## src/rtl/gf180mcu_osu_sc_drv_pkg.sv

```systemverilog
// Shared types and helpers for the staged driver-enable sequencer.
// Used by the sequencer top and its step timer.
package gf180mcu_osu_sc_drv_pkg;

    typedef enum logic [1:0] {
        IDLE      = 2'd0,
        RAMP_UP   = 2'd1,
        RAMP_DOWN = 2'd2,
        HOLD      = 2'd3
    } drv_state_e;

    // One bit of a thermometer code: bit idx is set when level exceeds idx.
    function automatic logic therm_bit(int lvl, int idx);
        return idx < lvl;
    endfunction

    function automatic int clamp(int v, int hi);
        return (v > hi) ? hi : v;
    endfunction

endpackage

```

## src/rtl/gf180mcu_osu_sc_gp12t3v3__drv_step_timer.sv

```systemverilog
// Loadable down-counter with zero flag; spaces driver stage changes.
// Holds at zero when not reloaded.
module gf180mcu_osu_sc_gp12t3v3__drv_step_timer
    import gf180mcu_osu_sc_drv_pkg::*;
#(
    parameter int STEP_CYCLES = 8
) (
    input  logic CLK,
    input  logic RST,
    input  logic i_load,
    input  logic i_dec,
    output logic o_zero
);

    localparam int CW = $clog2(STEP_CYCLES + 1);
    localparam logic [CW-1:0] LOAD_VAL = CW'(STEP_CYCLES - 1);

    logic [CW-1:0] r_cnt;

    always_ff @(posedge CLK) begin
        if (RST) begin
            r_cnt <= '0;
        end else if (i_load) begin
            r_cnt <= LOAD_VAL;
        end else if (i_dec && r_cnt != '0) begin
            r_cnt <= r_cnt - 1'b1;
        end
    end

    assign o_zero = (r_cnt == '0);

endmodule

```

## src/rtl/gf180mcu_osu_sc_gp12t3v3__drv_stage_ctrl.sv

```systemverilog
// Staged enable sequencer for parallel buf_8 driver segments.
// GF180MCU_OSU_DRV_SOFTOFF_EN: stage ramp-down like ramp-up.
module gf180mcu_osu_sc_gp12t3v3__drv_stage_ctrl
    import gf180mcu_osu_sc_drv_pkg::*;
#(
    parameter int N_STAGES    = 4,
    parameter int STEP_CYCLES = 8,
    parameter int TW          = $clog2(N_STAGES + 1)
) (
    input  logic                CLK,
    input  logic                RST,
    input  logic                REQ,
    input  logic [TW-1:0]       TGT,
    output logic [N_STAGES-1:0] STAGE_EN,
    output logic                ACK,
    output logic                BUSY
);

    drv_state_e    r_state;
    logic [TW-1:0] r_lvl;
    logic [TW-1:0] r_tgt;
    logic          r_ack;
    logic          r_busy;

    logic [TW-1:0] w_tgt_eff;
    logic          w_stable;
    logic          w_zero;
    logic          w_load;
    logic          w_dec;

    assign w_tgt_eff = REQ ? TW'(clamp(32'(TGT), N_STAGES)) : '0;
    assign w_stable  = (r_state == IDLE) || (r_state == HOLD);
    assign w_load    = w_stable ? (w_tgt_eff != r_lvl)
                                : (w_zero && r_lvl != r_tgt);
    assign w_dec     = !w_stable;

    gf180mcu_osu_sc_gp12t3v3__drv_step_timer #(
        .STEP_CYCLES(STEP_CYCLES)
    ) u_timer (
        .CLK    (CLK),
        .RST    (RST),
        .i_load (w_load),
        .i_dec  (w_dec),
        .o_zero (w_zero)
    );

    always_ff @(posedge CLK) begin
        if (RST) begin
            r_state <= IDLE;
            r_lvl   <= '0;
            r_tgt   <= '0;
            r_ack   <= 1'b0;
            r_busy  <= 1'b0;
        end else begin
            unique case (r_state)
                IDLE, HOLD: begin
                    if (w_tgt_eff != r_lvl) begin
                        r_tgt <= w_tgt_eff;
                        if (w_tgt_eff > r_lvl) begin
                            r_lvl   <= r_lvl + 1'b1;
                            r_state <= RAMP_UP;
                            r_ack   <= 1'b0;
                            r_busy  <= 1'b1;
                        end else begin
`ifdef GF180MCU_OSU_DRV_SOFTOFF_EN
                            r_lvl   <= r_lvl - 1'b1;
                            r_state <= RAMP_DOWN;
                            r_ack   <= 1'b0;
                            r_busy  <= 1'b1;
`else
                            // Hard release: drop straight to target.
                            r_lvl   <= w_tgt_eff;
                            r_state <= (w_tgt_eff == '0) ? IDLE : HOLD;
                            r_ack   <= (w_tgt_eff != '0);
                            r_busy  <= 1'b0;
`endif
                        end
                    end
                end
                RAMP_UP, RAMP_DOWN: begin
                    if (w_zero) begin
                        if (r_lvl != r_tgt) begin
                            r_lvl <= (r_state == RAMP_UP) ? r_lvl + 1'b1
                                                          : r_lvl - 1'b1;
                        end else begin
                            r_state <= (r_lvl == '0) ? IDLE : HOLD;
                            r_ack   <= (r_lvl != '0);
                            r_busy  <= 1'b0;
                        end
                    end
                end
                default: begin
                    r_state <= IDLE;
                end
            endcase
        end
    end

    always_comb begin
        STAGE_EN = '0;
        for (int i = 0; i < N_STAGES; i++) begin
            STAGE_EN[i] = therm_bit(32'(r_lvl), i);
        end
    end

    assign ACK  = r_ack;
    assign BUSY = r_busy;

endmodule
```

## config.mk

```make
export PLATFORM = sky130hd
export DESIGN_NAME = gf180mcu_osu_sc_gp12t3v3__drv_stage_ctrl
export DESIGN_NICKNAME = d
export VERILOG_FILES = /design/src/rtl/gf180mcu_osu_sc_drv_pkg.sv /design/src/rtl/gf180mcu_osu_sc_gp12t3v3__drv_step_timer.sv /design/src/rtl/gf180mcu_osu_sc_gp12t3v3__drv_stage_ctrl.sv
export SDC_FILE = /design/constraint.sdc
export NUM_CORES = 1
export LEC_CHECK = 0
export CAP_MARGIN = 20
export CORE_ASPECT_RATIO = 0.75
export CORE_UTILIZATION = 50
export DETAILED_ROUTE_END_ITERATION = 10
export PLACE_DENSITY = 0.73
export SYNTH_ARGS = -nofsm -noshare
export SYNTH_HDL_FRONTEND = slang
export SYNTH_HIERARCHICAL = 1
export SYNTH_SLANG_ARGS = --single-unit
```

## constraint.sdc

```tcl
create_clock -name CLK -period 2.9 [get_ports CLK]
set_input_delay 0.58 -clock CLK [delete_from_list [all_inputs] [get_ports CLK]]
set_output_delay 0.58 -clock CLK [all_outputs]
set_load 0.02 [all_outputs]
```

==> impl_metrics.json, run 1 <==
{
  "outcome": "finished clean",
  "design_area_um2": 1120,
  "post_drt_via_cell_ratio": 5.83,
  "dpl_cell_area_um2": 1100,
  "area_of_the_die_um2": 2120,
  "post_synth.cell_area_avg_um2": 8.42,
  "drive_gt1_share_pct": 12.4,
  "synthAdderAreaFrac_pct": 11.6,
  "synth_seq_cells": 13,
  "fmax_mhz": 395,
  "yosys_warnings": 6,
  "ir_drop_v": 0.000685,
  "synthesis.area_um2": 968,
  "synth_simple_gate_area_share_pct": 25.2,
  "synth_area_leader_cell": "dfxtp_1",
  "global_route.usage.met1_pct": 32.7,
  "clock_skew_ns": 0.00857,
  "grt_first_pass_wirelength_um": 3460,
  "num_vias": 880,
  "internal-power_uw": 723,
  "main_combinational_cell_family_by_area_after_synthesis": "simple AND/OR/NAND/NOR gates",
  "port_buffers": 11,
  "sequential_power_share_pct": 21.3,
  "hold_violations": 0,
  "multiplexer_area_fraction_after_synthesis_pct": 1.03,
  "worst-endpoint-required_ns": 3.10,
  "detailedPlacementHpwl_um": 1750,
  "post_synth_xor_area_fraction_pct": 4.52,
  "clk-insertion-delay-late_ns": 0.28,
  "clock_tree.htree_level_count": 1,
  "synth_top_area_share_pct": 26.9,
  "number_of_iterations_in_the_first_detailed_routing_pass": 4,
  "type_of_element_capturing_the_critical_path": "register",
  "globalRouteTotalUtil_pct": 24.0,
  "synth_sequential_area_ratio_pct": 26.9,
  "cts_buffers": 3,
  "final_net_count": 145,
  "leakage_component_of_the_power_uw": 0.000451,
  "gr-total-overflow": 0,
  "initial_utilization_pct": 54.6,
  "wl_per_cell_um": 15.0,
  "cts_hold_buf": 0,
  "synth_async_sr_flop_share_pct": 0,
  "worstPathMaxFanout": 5,
  "top_flip_flop_cell_by_instance_count_after_synthesis": "dfxtp_1",
  "ant_nets": 0,
  "clk_pin_slew_ns": 0.07,
  "fin_crit_sh_pct": 87.4,
  "diodes": 0,
  "floorplan.die.width_um": 52.8,
  "power.clock.fraction_pct": 8.1,
  "post_synth_main_area_contributors": "dfxtp_1 27%, ha_1 12%, nand2_1 4.7%",
  "global_route.usage.met2_pct": 36.1,
  "max_slew.worst_pin.slew_ns": 0.528,
  "drv_slew": 0,
  "timing.setup.critical_path_class": "in2reg",
  "power_frac_comb_pct": 70.7,
  "finalSetupTns_ns": 0,
  "post_cts_resized": 0,
  "switching_share_pct": 48.7,
  "max-slew-margin-rel_pct": 64.7,
  "area_growth_syn_to_layout_pct": 16.1,
  "via_count_of_the_first_global_routing_pass": 733,
  "height_of_the_die_um": 40.1,
  "routabilityCongestion": 0.867,
  "report.power.total_uw": 1410,
  "grt_max_degree": 16,
  "global_route.usage.met3_pct": 6.82,
  "finalHoldWorstSlack_ns": 0.460,
  "ctsLongestPathBuffers": 2,
  "cts_tree": "built",
  "totalWireLength_um": 2270,
  "cts.root.buffer_cell": "clkbuf_4",
  "synth-edff-count": 0,
  "drc": 0,
  "pwr_density_cell_nw_per_um2": 1250,
  "io-pin-count": 12,
  "crit_path_start_kind": "input port",
  "synthDistinctLibCells": 40,
  "holdCritPathClass": "reg2reg",
  "drt_first_iter_violations": 28,
  "rows": 13,
  "grt_antenna_before_repair": 0,
  "rsz0062_at_grt": "no",
  "numClockSinks": 13,
  "grt_most_used_layer": "met2",
  "postCtsSetupBuffers": 0,
  "synthesis.nets": 130,
  "number_of_failing_setup_endpoints_in_the_final_timing_report": 0,
  "synthCells": 115,
  "synth-compound-area-share_pct": 24.2,
  "placeableCoreArea_um2": 1770,
  "post-route-min-period_ns": 2.53,
  "timing.critical_path.arrival_ns": 2.73,
  "total_switching_power_uw": 686,
  "maxCapViolations": 0
}
final cells by class:
class | count | area [µm²]
repair buffers | 13 | 125
inverters | 11 | 41.3
fillers | 156 | 648
multi-input cells | 88 | 644
clock buffers | 4 | 26.3
well taps | 22 | 27.5
flip-flops and latches | 13 | 260
critical path: stages:
cell and delay (ns):
clkdlybuf4s50_1 0.51, and3b_1 0.23, ha_1 0.30, nand3_1 0.09
and2_1 0.22, nor2_2 0.16, inv_1 0.11, or3_1 0.37
o31ai_2 0.17
path summary, 6_finish.rpt:
check / startpoint / end / slack, ns / cells past startpoint
max: TGT[2] / u_timer/r_cnt[3] / 0.37 / 9
min: BUSY / BUSY / 0.46 / 2
max reg2reg: r_lvl[2] / u_timer/r_cnt[3] / 0.75 / 8
min reg2reg: BUSY / BUSY / 0.46 / 2
placed cells by master, fill, tap and decap left out, types with 2 or more instances in the layout:
cell type | Yosys | layout
nand2_1 | 12 | 12
nand4b_1 | 3 | 3
dfxtp_1 | 13 | 13
nor2_1 | 8 | 8
clkdlybuf4s50_1 | 0 | 11
nand3_1 | 3 | 3
ha_1 | 9 | 9
and2_1 | 2 | 2
xnor2_1 | 4 | 4
a21oi_1 | 8 | 8
o21ai_0 | 5 | 5
a21o_1 | 2 | 2
a31oi_1 | 5 | 5
inv_1 | 11 | 11
clkbuf_4 | 0 | 3
or3_1 | 4 | 4
buf_4 | 1 | 2
routing by layer:
layer  vias to the layer above  share of wire (%)
li1                        440                  -
met1                       413                 52
met2                        23                 42
met3                         4                4.8
met4                         0                1.1
met5                         -                  0
Yosys cell counts, types with 2 or more instances:
cell	number
and2_1	2
a31oi_1	5
nand3_1	3
inv_1	11
xnor2_1	4
or3_1	4
nor2_1	8
ha_1	9
dfxtp_1	13
a21oi_1	8
nand2_1	12
o21ai_0	5
nand4b_1	3
a21o_1	2
kinds of logic after synthesis:
kind of cell / after synthesis
and+or+nand+nor: 41
muxes: 1
adders and majority gates: 9
xor gates and xnor gates: 5
AOI/OAI and AO/OA: 32
DFF: 13
buffers and inverters: 14
power groups by stage:
stage                     clock network [µW]  logic [µW]  registers (µW)
final                                    114         996             300
after CTS                                115         982             299
after floorplan                            0         708             300
after detailed placement                   0         978             303
after global routing                     123        1080             308
after global placement                     0         948             299
sequential cells by signal, summed over array words and instances (netlist names):
register       cells
BUSY               1
r_lvl              3
r_tgt              3
r_state            2
u_timer/r_cnt      4
stage by stage:
stage	utilization [%]	setup WS (ns)	std cells
2_1_floorplan	-	0.704	115
3_3_place_gp	62.0	0.196	147
3_5_place_dp	62.0	0.107	147
4_1_cts	63.4	0.391	151
5_1_grt	63.4	0.216	151
6_report	63.4	0.365	151
Power figures use the tool's default switching activity.
==> run 2, diff against run 1 <==
- ABC_CLOCK_PERIOD_IN_PS: default -> 2900
- CTS_CLUSTER_DIAMETER: default -> 60
==> results of run 2 <==
The final DEF is identical to that of run 1; final timing and power are the same.
==> run 3, diff against run 2 <==
- GPL_ROUTABILITY_DRIVEN: default -> 0
- HOLD_SLACK_MARGIN: default -> 0.08
- RECOVER_POWER: default -> 25
==> run 3 against run 2 <==
Effect of this change: via count decreased by 0.80%; core utilization unchanged; cell count unchanged; register-to-register slack about the same; clock skew decreased by 0.0018 ns; worst hold slack got worse by 0.0029 ns; flip-flop and latch count unchanged; worst setup slack got worse by 0.0060 ns.
==> impl_metrics.json, run 3 (synthesized netlist as in run 1, its figures left out) <==
{
  "post_cts_resized": 0,
  "area_growth_syn_to_layout_pct": 16.1,
  "leakage_component_of_the_power_uw": 0.000459,
  "initial_utilization_pct": 54.6,
  "timing.setup.critical_path_class": "in2reg",
  "fmax_mhz": 394,
  "worst_r2r_endpoint": "u_timer/r_cnt[3]",
  "holdCritPathClass": "reg2reg",
  "clock_skew_ns": 0.00673,
  "clk-insertion-delay-late_ns": 0.28,
  "drt_first_iter_violations": 28,
  "regToRegSetupSlack_ns": 0.75,
  "ir_drop_v": 0.000689,
  "worst_setup_path_startpoint": "TGT[2]",
  "area_of_the_die_um2": 2120,
  "postCtsSetupBuffers": 0,
  "clock_tree.htree_level_count": 1,
  "max-slew-margin-rel_pct": 64.2,
  "worst-path-buf-inv": 2,
  "post-route-min-period_ns": 2.54,
  "critPathSlowestCell": "clkdlybuf4s50_1",
  "diodes": 0,
  "rsz0062_at_grt": "no",
  "crit_path_cell_trace": "clkdlybuf4s50_1, and3b_1, ha_1, nand3_1, and2_1, nor2_2, inv_1, or3_1, o31ai_2",
  "totalWireLength_um": 2260,
  "height_of_the_die_um": 40.1,
  "drive_gt1_share_pct": 12.4,
  "max_slew.worst_pin.slew_ns": 0.536,
  "fin_crit_sh_pct": 87.6,
  "crit-reg2reg-launch": "r_lvl[2]",
  "via_count_of_the_first_global_routing_pass": 733,
  "post_drt_via_cell_ratio": 5.78,
  "cts.root.buffer_cell": "clkbuf_4",
  "drc": 0,
  "layout.filler_cells": 156,
  "clk_pin_slew_ns": 0.07,
  "reg_top3": "u_timer/r_cnt x4, r_lvl x3, r_tgt x3",
  "type_of_element_capturing_the_critical_path": "register",
  "registers.top_by_ff_count": "u_timer/r_cnt",
  "outcome": "finished clean",
  "cts_hold_buf": 0,
  "hold_violations": 0,
  "cts_buffers": 3,
  "largest_reg_flops": 4,
  "final_common_cell": "dfxtp_1",
  "num_vias": 873,
  "floorplan.die.width_um": 52.8,
  "grt_first_pass_wirelength_um": 3460,
  "final_util_pct": 63.4,
  "worst-r2r-cell-count": 8,
  "worstPathMaxFanout": 5,
  "globalRouteTotalUtil_pct": 24.0,
  "ctsLongestPathBuffers": 2,
  "wl_per_cell_um": 15.0,
  "rows": 13,
  "number_of_failing_setup_endpoints_in_the_final_timing_report": 0,
  "pwr_density_cell_nw_per_um2": 1250,
  "maxCapViolations": 0,
  "final_net_count": 145,
  "timing.critical_path.arrival_ns": 2.74,
  "cts_tree": "built",
  "grt_antenna_before_repair": 0,
  "io-pin-count": 12,
  "number_of_iterations_in_the_first_detailed_routing_pass": 5,
  "port_buffers": 11,
  "worst-endpoint-required_ns": 3.10,
  "drv_slew": 0,
  "detailedPlacementHpwl_um": 1750,
  "placeableCoreArea_um2": 1770,
  "holdPathEnd": "BUSY",
  "timing.hold.worst_path_depth": 2,
  "min_from": "BUSY",
  "numClockSinks": 13,
  "grt_max_degree": 16,
  "cpLargestDelayFamily": "simple AND/OR/NAND/NOR gates",
  "critical-path-max-stage-delay_ns": 0.51,
  "ant_nets": 0,
  "crit_path_start_kind": "input port",
  "finalSetupTns_ns": 0,
  "gr-total-overflow": 0,
  "layout.cells.most_common_list": "13 x dfxtp_1, 12 x nand2_1, 11 x inv_1"
}
[run 3: metrics by stage]
step / instances / cell area (µm²) / power [µW] / hold WS [ns] / setup slack (ns)
finish: 151 / 1120 / 1410 / 0.457 / 0.359
global route: 151 / 1120 / 1510 / 0.474 / 0.216
CTS: 151 / 1120 / 1400 / 0.463 / 0.391
detailed placement: 147 / 1100 / 1280 / 0.452 / 0.107
global placement: 147 / 1100 / 1250 / 0.448 / 0.196
floorplan: 115 / 968 / 1010 / 0.440 / 0.704
[run 3: worst reg2reg max path, delay by kind of cell, from the launching register on]
kind,cells,cell delay (ns)
compound gates,1,0.17
fa+ha+maj,1,0.33
buf+inv,2,0.29
flops,1,0.46
simple gates,4,0.83
[run 3: where the power goes]
| group | leakage (µW) | internal (µW) | switching, µW |
|---|---|---|---|
| registers | 0.000107 | 239 | 60.3 |
| clock network | 0.0000150 | 53.4 | 59.4 |
| logic | 0.000337 | 426 | 567 |
| total | 0.000459 | 718 | 687 |
[run 3: worst max-delay path by stage]
stage | endpoint | slack [ns] | cells after the start
detailed placement | u_timer/r_cnt[3] | 0.11 | 9
finish | u_timer/r_cnt[3] | 0.36 | 9
global route | u_timer/r_cnt[3] | 0.22 | 9
CTS | u_timer/r_cnt[3] | 0.39 | 9
floorplan | u_timer/r_cnt[3] | 0.70 | 8
global placement | u_timer/r_cnt[3] | 0.20 | 9
[run 3: metal layers]
metal  GRT usage (%)  wire length [µm]  up-vias
met3            6.82                76        4
met5               0                 0        -
met2            36.1               964       17
met4            8.55                25        0
li1                -                 -      441
met1            32.7              1200      411
[run 3: final cells by class]
class | count | area, µm² | share of cell area, %
multi-input cells | 88 | 644 | 57.3
flip-flops and latches | 13 | 260 | 23.1
clock buffers | 4 | 26.3 | 2.34
well taps | 22 | 27.5 | 2.45
repair buffers | 13 | 125 | 11.1
inverters | 11 | 41.3 | 3.67
